`config.mk`:
```
export PLATFORM = sky130hd
export DESIGN_NAME = fnd_scan_driver
export DESIGN_NICKNAME = d
export VERILOG_FILES = /design/src/rtl/fnd_scan_driver.sv
export SDC_FILE = /design/constraint.sdc
export NUM_CORES = 1
export LEC_CHECK = 0
export ABC_AREA = 1
export ABC_CLOCK_PERIOD_IN_PS = 1860
export CELL_PAD_IN_SITES_DETAIL_PLACEMENT = 2
export CELL_PAD_IN_SITES_GLOBAL_PLACEMENT = 2
export CORE_MARGIN = 8
export CORE_UTILIZATION = 30
export CTS_BUF_LIST = sky130_fd_sc_hd__clkbuf_2
export DETAILED_ROUTE_END_ITERATION = 16
export MAX_ROUTING_LAYER = met4
export PLACE_DENSITY = 0.74
export SKIP_LAST_GASP = 1
export SYNTH_ARGS = -nofsm -noshare
export SYNTH_HDL_FRONTEND = slang
export SYNTH_SLANG_ARGS = --single-unit
```
`constraint.sdc`:
```
create_clock -name i_clk -period 1.86 [get_ports i_clk]
set_input_delay 0.372 -clock i_clk [delete_from_list [all_inputs] [get_ports i_clk]]
set_output_delay 0.372 -clock i_clk [all_outputs]
set_load 0.01 [all_outputs]
```
`src/rtl/fnd_scan_driver.sv`:
```
// Time-multiplexed common-anode 7-segment driver: one digit per scan slot,
// active-low font and digit select. Define FND_HEX_EN to render nibbles A..F.
module fnd_scan_driver #(
  parameter int DIGITS   = 4,
  parameter int SCAN_DIV = 100000
) (
  input  logic                  i_clk,
  input  logic                  i_reset_n,
  input  logic [4*DIGITS-1:0]   i_value,
  input  logic [DIGITS-1:0]     i_dp,
  input  logic                  i_load,
  input  logic                  i_lzb_en,
  output logic [DIGITS-1:0]     o_fnd_comm,
  output logic [7:0]            o_fnd_font,
  output logic                  o_scan_tick
);

  localparam int CNT_W = (SCAN_DIV > 1) ? $clog2(SCAN_DIV) : 1;
  localparam int IDX_W = (DIGITS > 1) ? $clog2(DIGITS) : 1;
  localparam logic [CNT_W-1:0] CNT_LAST = CNT_W'(SCAN_DIV - 1);
  localparam logic [IDX_W-1:0] IDX_LAST = IDX_W'(DIGITS - 1);

  logic [CNT_W-1:0]    presc;
  logic [IDX_W-1:0]    idx;
  logic [4*DIGITS-1:0] shadow_value;
  logic [DIGITS-1:0]   shadow_dp;
  logic                wrap;

  logic [3:0]          cur_nib;
  logic                cur_dp;
  logic                cur_blank;
  logic                zero_run;
  logic [DIGITS-1:0]   next_comm;
  logic [7:0]          next_font;

  assign wrap = (presc == CNT_LAST);

  // NOTE: state registers use non-blocking assignments so every flop samples
  // the pre-edge value of every other flop, independent of statement order.
  always_ff @(posedge i_clk or negedge i_reset_n) begin
    if (!i_reset_n) begin
      presc       <= '0;
      idx         <= '0;
      o_scan_tick <= 1'b0;
    end else begin
      o_scan_tick <= wrap;
      if (wrap) begin
        presc <= '0;
        idx   <= (idx == IDX_LAST) ? '0 : idx + 1'b1;
      end else begin
        presc <= presc + 1'b1;
      end
    end
  end

  always_ff @(posedge i_clk or negedge i_reset_n) begin
    if (!i_reset_n) begin
      shadow_value <= '0;
      shadow_dp    <= '0;
    end else if (i_load) begin
      shadow_value <= i_value;
      shadow_dp    <= i_dp;
    end
  end

  // Segment order {g,f,e,d,c,b,a}, active-low.
  function automatic logic [6:0] decode(input logic [3:0] nib);
    logic [6:0] seg;
    case (nib)
      4'd0:    seg = 7'h40;
      4'd1:    seg = 7'h79;
      4'd2:    seg = 7'h24;
      4'd3:    seg = 7'h30;
      4'd4:    seg = 7'h19;
      4'd5:    seg = 7'h12;
      4'd6:    seg = 7'h02;
      4'd7:    seg = 7'h78;
      4'd8:    seg = 7'h00;
      4'd9:    seg = 7'h18;
`ifdef FND_HEX_EN
      4'd10:   seg = 7'h08;
      4'd11:   seg = 7'h03;
      4'd12:   seg = 7'h46;
      4'd13:   seg = 7'h21;
      4'd14:   seg = 7'h06;
      4'd15:   seg = 7'h0e;
`endif
      default: seg = 7'h7f;
    endcase
    return seg;
  endfunction

  // Walk from the most significant digit down; zero_run stays set while every
  // nibble seen so far is zero, which is exactly the leading-zero condition.
  // NOTE: every always_comb output gets a default first so no path infers a latch.
  always_comb begin
    cur_nib   = 4'd0;
    cur_dp    = 1'b0;
    cur_blank = 1'b0;
    zero_run  = 1'b1;
    for (int k = DIGITS - 1; k >= 0; k--) begin
      zero_run = zero_run & (shadow_value[4*k +: 4] == 4'd0);
      if (idx == IDX_W'(k)) begin
        cur_nib   = shadow_value[4*k +: 4];
        cur_dp    = shadow_dp[k];
        cur_blank = i_lzb_en && zero_run && (k != 0);
      end
    end
  end

  assign next_comm = ~(DIGITS'(1) << idx);
  assign next_font = {~cur_dp, cur_blank ? 7'h7f : decode(cur_nib)};

  // Select and font are registered together so they always refer to one digit.
  always_ff @(posedge i_clk or negedge i_reset_n) begin
    if (!i_reset_n) begin
      o_fnd_comm <= '1;
      o_fnd_font <= 8'hff;
    end else begin
      o_fnd_comm <= next_comm;
      o_fnd_font <= next_font;
    end
  end

endmodule

```
==> impl_metrics.toml, run 1 <==
[status]
status = "completed"

[layout]
final_cells = 452
num-nets-final = 376
diodes = 0
design_area_mm2 = 0.00324
drive_gt1_share_pct = 19.9
syn_to_final_growth_pct = 26.7
fill_cells = 958

[pwr]
p_sw_share_pct = 26.8
power_density_mw_per_mm2 = 617
p_leak_uw = 0.00151
ir_drop_mv = 0.199
power.share.combinational_pct = 15.1
p_seq_share_pct = 62.6
clkPwrFrac_pct = 22.3
switchingPower_uw = 535
p_int_uw = 1460

[place]
dp.final_hpwl_um = 5410
post_dp_cell_area_mm2 = 0.00313
dp.cells = 441
globalplace.congestion = 0.781
port-buffer-count = 36

[timing]
fin_crit_sh_pct = 95.8
finClkSkew_ns = 0.0289
slew_headroom_pct = 75.9
period_minus_slack_ns = 1.78
max_slew.worst_pin.slew_ns = 0.358
final_hold_viol_count = 0
rsz0062_at_grt = "yes"
fmax_mhz = 561
finalSetupViolCount = 0
slew_viol_final = 0
hold_ws_ns = 0.443

[grt]
grt_max_degree = 53
overflow = 0
antenna_found_initial = 0
grt.total_usage_pct = 13.1
grt_pass1_wl_um = 11900
first_global_vias = 2373

[routing]
routedWlPerCell_um = 15.6
wl_um = 7050
wl_met2_um = 3670
via_count = 2122
top_layer = "met4"
drt_pre_antenna_iters = 4
detail-route-antenna-nets = 0
met3_length_um = 248
wl_met1_um = 3060
first_iter_violations = 27
viasPerCell = 4.69
drcViolationCount = 0

[clock_network]
root_buffer = "clkbuf_2"
cts.sinks = 52
cts_max_level = 2
cts_tree = "done"
cts_buffer_depth = 2
cts_buffers = 5
insertion_delay_ns = 0.43
clkTransAtPathRegs_ns = 0.25

[critical_path]
required_ns = 2.25
critPathKind = "flop to flop"
critPathTopFamily = "simple AND/OR/NAND/NOR gates"
cp.arrival_ns = 2.17
crit_buf_inv = 4
crit_top_cell = "nand2_1"
slowest_stage = "dfrtp_2"
critPathMaxFanout = 6
path_cells = "inv_4 > ha_4 > inv_2 > nand2_1 > nand3_1 > nand2_1 > nand2_2 > inv_1 > ha_4 > nor2_1 > nand2_1 > nand2_1 > inv_1 > nand2_1"
critPathMaxStageDelay_ns = 0.52
cp-end-kind = "flop"
critPathLaunchType = "flop"

[yosys]
yosysUniqueCellTypes = 29
synth_warnings = 0
synth_area_per_cell_um2 = 8.69
yosysMostFrequentCell = "nand2_1"
synth.top_cell.area_share_pct = 39.2
synth-seq-cells = 52
synth_commonest_cells = "nand2_1 (71), dfrtp_1 (40), inv_1 (39)"
synth_cells = 294
synthFlopType = "dfrtp_1"
synthTopCellsByArea = "dfrtp_1 (39%), dfstp_2 (12%), nand2_1 (10%)"
syn_nets = 324
synth_area_mm2 = 0.00256
async_flop_share_pct = 100
synth-edff-count = 0
yosysTopAreaCell = "dfrtp_1"
seq_area_frac_synth_pct = 51.5

[floorplan]
ios = 37
start_util_pct = 31.0
rows = 33
core_region_area_mm2 = 0.00826
die_h_um = 108
die_area_mm2 = 0.0117
die_w_um = 108

[worst_hold_path]
min_path_type = "input port to asynchronous set/reset pin"

[flow_run]
max_cap_viol_count = 0
-- state kept, by name, summed over array words and instances, names as in the netlist --
signal,cells
shadow_dp,4
o_fnd_comm,4
o_scan_tick,1
o_fnd_font,8
shadow_value,16
idx,2
presc,17
-- cell usage in the layout, fill, tap and decap left out, types with 2 or more instances in the layout --
cell,count
nand2_2,4
nand3_1,16
dfstp_2,12
a21oi_4,2
nor3_1,9
a21oi_2,2
xor2_1,8
clkbuf_2,7
buf_4,11
nand2_1,70
buf_12,2
dfrtp_1,39
a21oi_1,11
clkdlybuf4s50_1,23
ha_4,4
o21ai_0,16
nor3_2,2
mux2_2,8
nand3_2,2
nand4_1,6
dlygate4sd2_1,12
inv_1,37
nor2_1,22
inv_2,7
xnor2_1,2
-- timing repair --
item,4_1_cts,5_1_grt
resized for setup,17,9
endpoints found under the hold margin,40,0
pin swaps,0,2
hold buffers,1,0
setup buffers,1,1
setup endpoints to repair,18,13
-- final cells by class --
| class | instances | area [µm²] | share of cell area, % |
|---|---|---|---|
| clock inverter | 1 | 3.75 | 0.116 |
| timing repair buffer | 50 | 473 | 14.6 |
| multi-input combinational | 192 | 1110 | 34.2 |
| clock buffer | 7 | 35.0 | 1.08 |
| sequential | 52 | 1320 | 40.7 |
| inverter | 45 | 171 | 5.29 |
| tap | 105 | 131 | 4.06 |
-- path summary, 6_finish.rpt --
| check | startpoint | to | slack (ns) | cells after the start |
|---|---|---|---|---|
| max in group asynchronous | i_reset_n | o_fnd_comm[3] | 1.11 | 3 |
| min in group i_clk | shadow_dp[0] | o_fnd_font[7] | 0.46 | 1 |
| setup / recovery | idx[0] | o_fnd_font[3] | 0.08 | 14 |
| hold reg to reg | shadow_dp[0] | o_fnd_font[7] | 0.46 | 1 |
| setup reg to reg | idx[0] | o_fnd_font[3] | 0.08 | 14 |
| hold / removal | i_reset_n | shadow_value[7] | 0.44 | 3 |
-- cells by family after synthesis --
| logic type | synth area share (%) |
|---|---|
| muxes | 3.52 |
| DFF | 51.5 |
| AOI/OAI and AO/OA | 7.98 |
| xor gates and xnor gates | 3.43 |
| buffers and inverters | 7.59 |
| adders and majority gates | 2.94 |
| and+or+nand+nor | 23.1 |
-- power by group through the flow --
stage	Combinational [µW]	Sequential, µW	Clock [µW]
detailed placement	317	1270	0
floorplan	123	1280	0
global route	341	1260	527
finish	302	1250	445
CTS	301	1250	489
global placement	306	1270	0
-- worst reg2reg max path: cells and delay by family, from the launching register on --
family,cells,cell delay (ns)
fa+ha+maj,2,0.39
flops,1,0.52
buf+inv,4,0.31
simple gates,8,0.54
-- per-layer routing --
| layer | global-route usage [%] | vias up |
|---|---|---|
| met5 | - | - |
| met4 | 3.52 | 0 |
| met3 | 2.44 | 7 |
| met2 | 23.4 | 25 |
| met1 | 14.7 | 1057 |
| li1 | - | 1033 |
-- through the flow --
| stage | utilization [%] | setup slack, ns | TNS, ns | power [µW] |
|---|---|---|---|---|
| 2_1_floorplan | - | 0.109 | 0 | 1400 |
| 3_3_place_gp | 37.8 | 0.0774 | 0 | 1580 |
| 3_5_place_dp | 37.8 | -0.0336 | -0.0395 | 1590 |
| 4_1_cts | 38.6 | 0.0266 | 0 | 2040 |
| 5_1_grt | 39.2 | -0.0687 | -0.152 | 2130 |
| 6_report | 39.2 | 0.0790 | 0 | 2000 |
Note: power is estimated with default switching activity, not from simulation.
==> run 2: changes to the inputs <==
--- a/config.mk
+++ b/config.mk
@@ -6,15 +6,14 @@
 export NUM_CORES = 1
 export LEC_CHECK = 0
 export ABC_AREA = 1
-export ABC_CLOCK_PERIOD_IN_PS = 1860
 export CELL_PAD_IN_SITES_DETAIL_PLACEMENT = 2
 export CELL_PAD_IN_SITES_GLOBAL_PLACEMENT = 2
-export CORE_MARGIN = 8
 export CORE_UTILIZATION = 30
 export CTS_BUF_LIST = sky130_fd_sc_hd__clkbuf_2
 export DETAILED_ROUTE_END_ITERATION = 16
 export MAX_ROUTING_LAYER = met4
 export PLACE_DENSITY = 0.74
+export SETUP_SLACK_MARGIN = 0.15
 export SKIP_LAST_GASP = 1
 export SYNTH_ARGS = -nofsm -noshare
 export SYNTH_HDL_FRONTEND = slang
==> impl_metrics.toml, run 2 (same netlist as run 1, synthesis figures left out) <==
[pwr]
p_int_uw = 1470
p_leak_uw = 0.00156
p_seq_share_pct = 61.2
switchingPower_uw = 579
p_sw_share_pct = 28.2
power_density_mw_per_mm2 = 608
clkPwrFrac_pct = 22.9
power.share.combinational_pct = 15.8
ir_drop_mv = 0.241

[critical_path]
r2r_start = "idx[1]"
critPathMaxFanout = 6
regToRegSetupSlack_ns = 0.10
critPathLaunchType = "flop"
r2r_cells = 10
reg2reg_to = "o_fnd_font[3]"
cp.arrival_ns = 2.17
crit_start = "idx[1]"
critPathKind = "flop to flop"
cp-end-kind = "flop"
required_ns = 2.28

[clock_network]
cts_max_level = 2
cts_buffers = 5
cts_buffer_depth = 2
cts_tree = "done"
clkTransAtPathRegs_ns = 0.29
root_buffer = "clkbuf_2"
insertion_delay_ns = 0.44
cts.sinks = 52

[floorplan]
rows = 33
die_h_um = 94.3
die_w_um = 94.3
die_area_mm2 = 0.00889
start_util_pct = 31.1
ios = 37
core_region_area_mm2 = 0.00822

[grt]
grt_pass1_wl_um = 11900
grt_max_degree = 33
first_global_vias = 2463
grt.total_usage_pct = 17.9
overflow = 0
antenna_found_initial = 0

[routing]
wl_um = 7250
drcViolationCount = 0
first_iter_violations = 32
routedWlPerCell_um = 15.7
via_count = 2205
drt_pre_antenna_iters = 4
viasPerCell = 4.77
detail-route-antenna-nets = 0

[layout]
layout_common_cells = "nand2_1 (68), dfrtp_1 (39), inv_1 (36), clkdlybuf4s50_1 (22), nor2_1 (21)"
num-nets-final = 386
reg.largest.list = "presc: 17 flops, shadow_value: 16 flops, o_fnd_font: 8 flops"
drive_gt1_share_pct = 24.4
largest_register_ffs = 17
syn_to_final_growth_pct = 31.8
mostFrequentLayoutCell = "nand2_1"
final_cells = 462
largest_register = "presc"
fin_util_pct = 41.0
diodes = 0

[timing]
final_hold_viol_count = 0
finalSetupViolCount = 0
finClkSkew_ns = 0.0318
period_minus_slack_ns = 1.76
max_slew.worst_pin.slew_ns = 0.536
fin_crit_sh_pct = 94.4
slew_viol_final = 0
slew_headroom_pct = 64.2
rsz0062_at_grt = "yes"
fmax_mhz = 570

[place]
dp.cells = 442
dp.final_hpwl_um = 5330
globalplace.congestion = 0.769
port-buffer-count = 36

[flow_run]
max_cap_viol_count = 0

[status]
status = "completed"

[worst_hold_path]
min_path_type = "input port to asynchronous set/reset pin"
-- run 2: cell types whose count changed in the layout (fill, tap and decap cells not counted), moves of 2 or more --
cell             delta
nor2_4              +2
a21oi_2             +3
dlygate4sd2_1       -9
clkdlybuf4s15_1    +10
a21oi_1             -3
buf_6               +2
clkbuf_2            -2
nand2_1             -2
nand2_2             +2
buf_4               +8
-- run 2: critical path, cell delays in order, from the launching register on --
cell	delay, ns
dfrtp_1	0.47
inv_2	0.09
ha_4	0.20
buf_4	0.14
a21oi_1	0.29
nand2_1	0.11
o21ai_1	0.18
nand2_1	0.10
nand2_1	0.06
inv_1	0.04
nand2_1	0.06
-- run 2: stage by stage --
step | cell area [µm²] | hold WS (ns) | worst slack (ns) | power (µW) | setup TNS [ns]
detailed placement | 3140 | 0.388 | -0.0396 | 1590 | -0.0422
global placement | 3140 | 0.373 | 0.0714 | 1580 | 0
floorplan | 2560 | 0.0764 | 0.158 | 1400 | 0
CTS | 3300 | 0.370 | 0.152 | 2070 | 0
finish | 3370 | 0.381 | 0.105 | 2050 | 0
global route | 3370 | 0.390 | -0.0254 | 2150 | -0.0490
-- run 2: how the worst max path moves through the flow --
stage / slack, ns / endpoint / cells past startpoint
after floorplan: 0.16 / o_fnd_font[3] / 14
after global routing: -0.03 / o_fnd_font[3] / 10
after CTS: 0.15 / o_fnd_font[1] / 9
after global placement: 0.07 / o_fnd_font[3] / 13
after detailed placement: -0.04 / o_fnd_font[3] / 13
final: 0.10 / o_fnd_font[3] / 10
-- run 2: area by class of cell --
class | count | area [µm²]
Clock buffer | 5 | 25.0
Clock inverter | 3 | 17.5
Fill cell | 915 | 4850
Inverter | 45 | 174
Multi-Input combinational cell | 192 | 1140
Sequential cell | 52 | 1320
Tap cell | 105 | 131
Timing Repair Buffer | 60 | 567
-- run 2: routing by layer --
layer  share of wire [%]  GRT usage (%)
met4                 1.3           3.85
met3                 2.5           2.75
met5                   0              -
met1                  41           19.4
met2                  55           33.9
-- run 2: power groups by stage --
stage	logic (µW)	registers [µW]	clock network, µW
finish	325	1250	470
floorplan	123	1280	0
detailed placement	315	1270	0
CTS	311	1250	500
global placement	304	1270	0
global route	362	1260	528
-- run 2: timing repair --
action	CTS	global route
resized for setup	28	20
buffers inserted	7	4
pin swaps	9	10
hold endpoints to repair	12	0
hold buffers	1	0
endpoints found under the setup margin	20	22
==> run 3: changes to the inputs <==
--- a/config.mk
+++ b/config.mk
@@ -5,14 +5,14 @@
 export SDC_FILE = /design/constraint.sdc
 export NUM_CORES = 1
 export LEC_CHECK = 0
-export ABC_AREA = 1
+export ABC_AREA = 0
 export CELL_PAD_IN_SITES_DETAIL_PLACEMENT = 2
 export CELL_PAD_IN_SITES_GLOBAL_PLACEMENT = 2
-export CORE_UTILIZATION = 30
+export CORE_UTILIZATION = 33
 export CTS_BUF_LIST = sky130_fd_sc_hd__clkbuf_2
 export DETAILED_ROUTE_END_ITERATION = 16
 export MAX_ROUTING_LAYER = met4
-export PLACE_DENSITY = 0.74
+export PLACE_DENSITY = 0.76
 export SETUP_SLACK_MARGIN = 0.15
 export SKIP_LAST_GASP = 1
 export SYNTH_ARGS = -nofsm -noshare
==> impl_metrics.toml, run 3 <==
[floorplan]
ios = 37
die_h_um = 87.6
rows = 30
start_util_pct = 34.8
die_w_um = 87.6
die_area_mm2 = 0.00767
core_region_area_mm2 = 0.00694

[layout]
layout_common_cells = "dfrtp_1 (39), buf_4 (30), clkdlybuf4s50_1 (22), nand2_1 (18), mux2_2 (17)"
fill_cells = 687
syn_to_final_growth_pct = 46.7
multi_input_area_mm2 = 0.00128
diodes = 0
largest_register_ffs = 17
num-nets-final = 324
final_cells = 391
reg.largest.list = "presc: 17 flops, shadow_value: 16 flops, o_fnd_font: 8 flops"
final-seq-area_mm2 = 0.00132
mostFrequentLayoutCell = "dfrtp_1"
drive_gt1_share_pct = 46.8
fin_util_pct = 51.0
largest_register = "presc"

[yosys]
async_flop_share_pct = 100
seq_area_frac_synth_pct = 54.5
synth-edff-count = 0
yosysUniqueCellTypes = 46
synth_cells = 211
syn_nets = 241
synthTopCellsByArea = "dfrtp_1 (41%), dfstp_2 (13%), mux2_2 (7.9%)"
synth_area_per_cell_um2 = 11.5
synth.top_cell.area_share_pct = 41.4
yosysMostFrequentCell = "dfrtp_1"
synthFlopType = "dfrtp_1"
synth_area_mm2 = 0.00242
synth_commonest_cells = "dfrtp_1 (40), nand2_1 (20), mux2_2 (17)"
synth-seq-cells = 52
yosysTopAreaCell = "dfrtp_1"
synth_warnings = 0

[grt]
grtUsageMet2_pct = 42.3
grtUsageMet1_pct = 23.3
antenna_found_initial = 0
overflow = 0
met3_usage_pct = 3.86
grt.total_usage_pct = 22.3
grt_max_degree = 33
grt_pass1_wl_um = 11900
busiest_layer = "met2"
first_global_vias = 2235

[pwr]
ir_drop_mv = 0.240
switchingPower_uw = 582
clkPwrFrac_pct = 22.3
power_uw = 2100
p_seq_share_pct = 60.6
p_sw_share_pct = 27.8
p_leak_uw = 0.00148
power.share.combinational_pct = 17.0
p_int_uw = 1510
power_density_mw_per_mm2 = 591

[critical_path]
critPathMaxFanout = 6
critPathCapture = "o_fnd_font[3]"
r2r_cells = 10
required_ns = 2.26
reg2reg_to = "o_fnd_font[3]"
r2r_start = "idx[0]"
critPathLaunchType = "flop"
cp-end-kind = "flop"
regToRegSetupSlack_ns = -0.14
critPathKind = "flop to flop"
crit_start = "idx[0]"
cp.arrival_ns = 2.40

[clock_network]
cts_max_level = 2
root_buffer = "clkbuf_2"
cts_buffer_depth = 2
cts.sinks = 52
clkTransAtPathRegs_ns = 0.26
insertion_delay_ns = 0.46
cts_tree = "done"
cts_buffers = 5

[worst_hold_path]
min_path_type = "input port to asynchronous set/reset pin"

[timing]
fin_crit_sh_pct = 107
fmax_mhz = 501
finalSetupViolCount = 6
rsz0062_at_grt = "yes"
max_slew.worst_pin.slew_ns = 0.505
period_minus_slack_ns = 2.00
slew_headroom_pct = 66.4
finClkSkew_ns = 0.0150
slew_viol_final = 0
setup_ws_ns = -0.136
final_hold_viol_count = 0

[place]
dp.cells = 357
dp.final_hpwl_um = 4600
globalplace.congestion = 0.755
port-buffer-count = 36
dp_slack_ns = -0.125

[routing]
first_iter_violations = 33
viasPerCell = 4.98
drt_pre_antenna_iters = 4
routedWlPerCell_um = 18.9
wl_um = 7390
detail-route-antenna-nets = 0
drcViolationCount = 0
via_count = 1946

[status]
violations = "negative setup slack"
status = "finished, violations left"

[flow_run]
max_cap_viol_count = 0
==> run 3: cell type report <==
| cell class | count | area share, % |
|---|---|---|
| clock buffer | 7 | 0.988 |
| sequential | 52 | 37.2 |
| inverter | 10 | 1.06 |
| clock inverter | 1 | 0.106 |
| timing repair buffer | 82 | 21.3 |
| multi-input combinational | 143 | 36.0 |
| tap | 96 | 3.39 |
==> run 3: stage by stage <==
stage | setup TNS, ns | instance area (µm²) | hold slack, ns
6_report | -0.528 | 3540 | 0.370
5_1_grt | -1.16 | 3540 | 0.369
4_1_cts | -0.345 | 3410 | 0.373
3_5_place_dp | -0.648 | 3090 | 0.364
3_3_place_gp | -0.119 | 3090 | 0.357
2_1_floorplan | -0.0416 | 2480 | 0.0764
==> run 3: power groups by stage <==
stage	registers (µW)	logic [µW]	clock network (µW)
2_1_floorplan	1280	120	0
3_3_place_gp	1280	305	0
3_5_place_dp	1280	318	0
4_1_cts	1270	335	485
5_1_grt	1280	392	519
6_report	1270	357	468
==> run 3: layer usage <==
| metal | up-vias | wire (µm) |
|---|---|---|
| met5 | - | 0 |
| met4 | 0 | 113 |
| met3 | 10 | 161 |
| met2 | 29 | 4250 |
| met1 | 1001 | 2870 |
| li1 | 906 | - |
==> run 3: how the worst min path moves through the flow <==
stage / from / end / depth (start not counted)
after global placement: i_reset_n / shadow_dp[0] / 1
after CTS: i_reset_n / shadow_dp[3] / 2
after global routing: i_reset_n / shadow_value[2] / 2
after floorplan: i_reset_n / idx[0] / 0
final: i_reset_n / shadow_dp[0] / 2
after detailed placement: i_reset_n / shadow_dp[3] / 1
==> run 3: worst max-delay path, stage by stage, from the launching register on <==
cell and delay [ns]:
dfrtp_2 0.47, buf_4 0.16, ha_4 0.18, nor2b_2 0.17, o21a_1 0.16, a31o_2 0.23, inv_2 0.08, ha_4 0.21
nand2_2 0.06, a21oi_2 0.05, o21ai_1 0.14
==> run 3: cell families after synthesis <==
family,count (synthesis),share of synthesized area (%)
and+or+nand+nor,70,16.1
DFF,52,54.5
AOI/OAI and AO/OA,36,10.3
muxes,18,8.34
buffers and inverters,16,2.95
xor gates and xnor gates,13,4.71
adders and majority gates,6,3.11
==> run 3: repair_timing <==
item,CTS,global route
gates resized for setup,51,43
hold endpoints to repair,9,0
setup endpoints to repair,30,32
hold buffers,1,0
buffers inserted,17,7
cloned,1,0
pin swaps,12,8
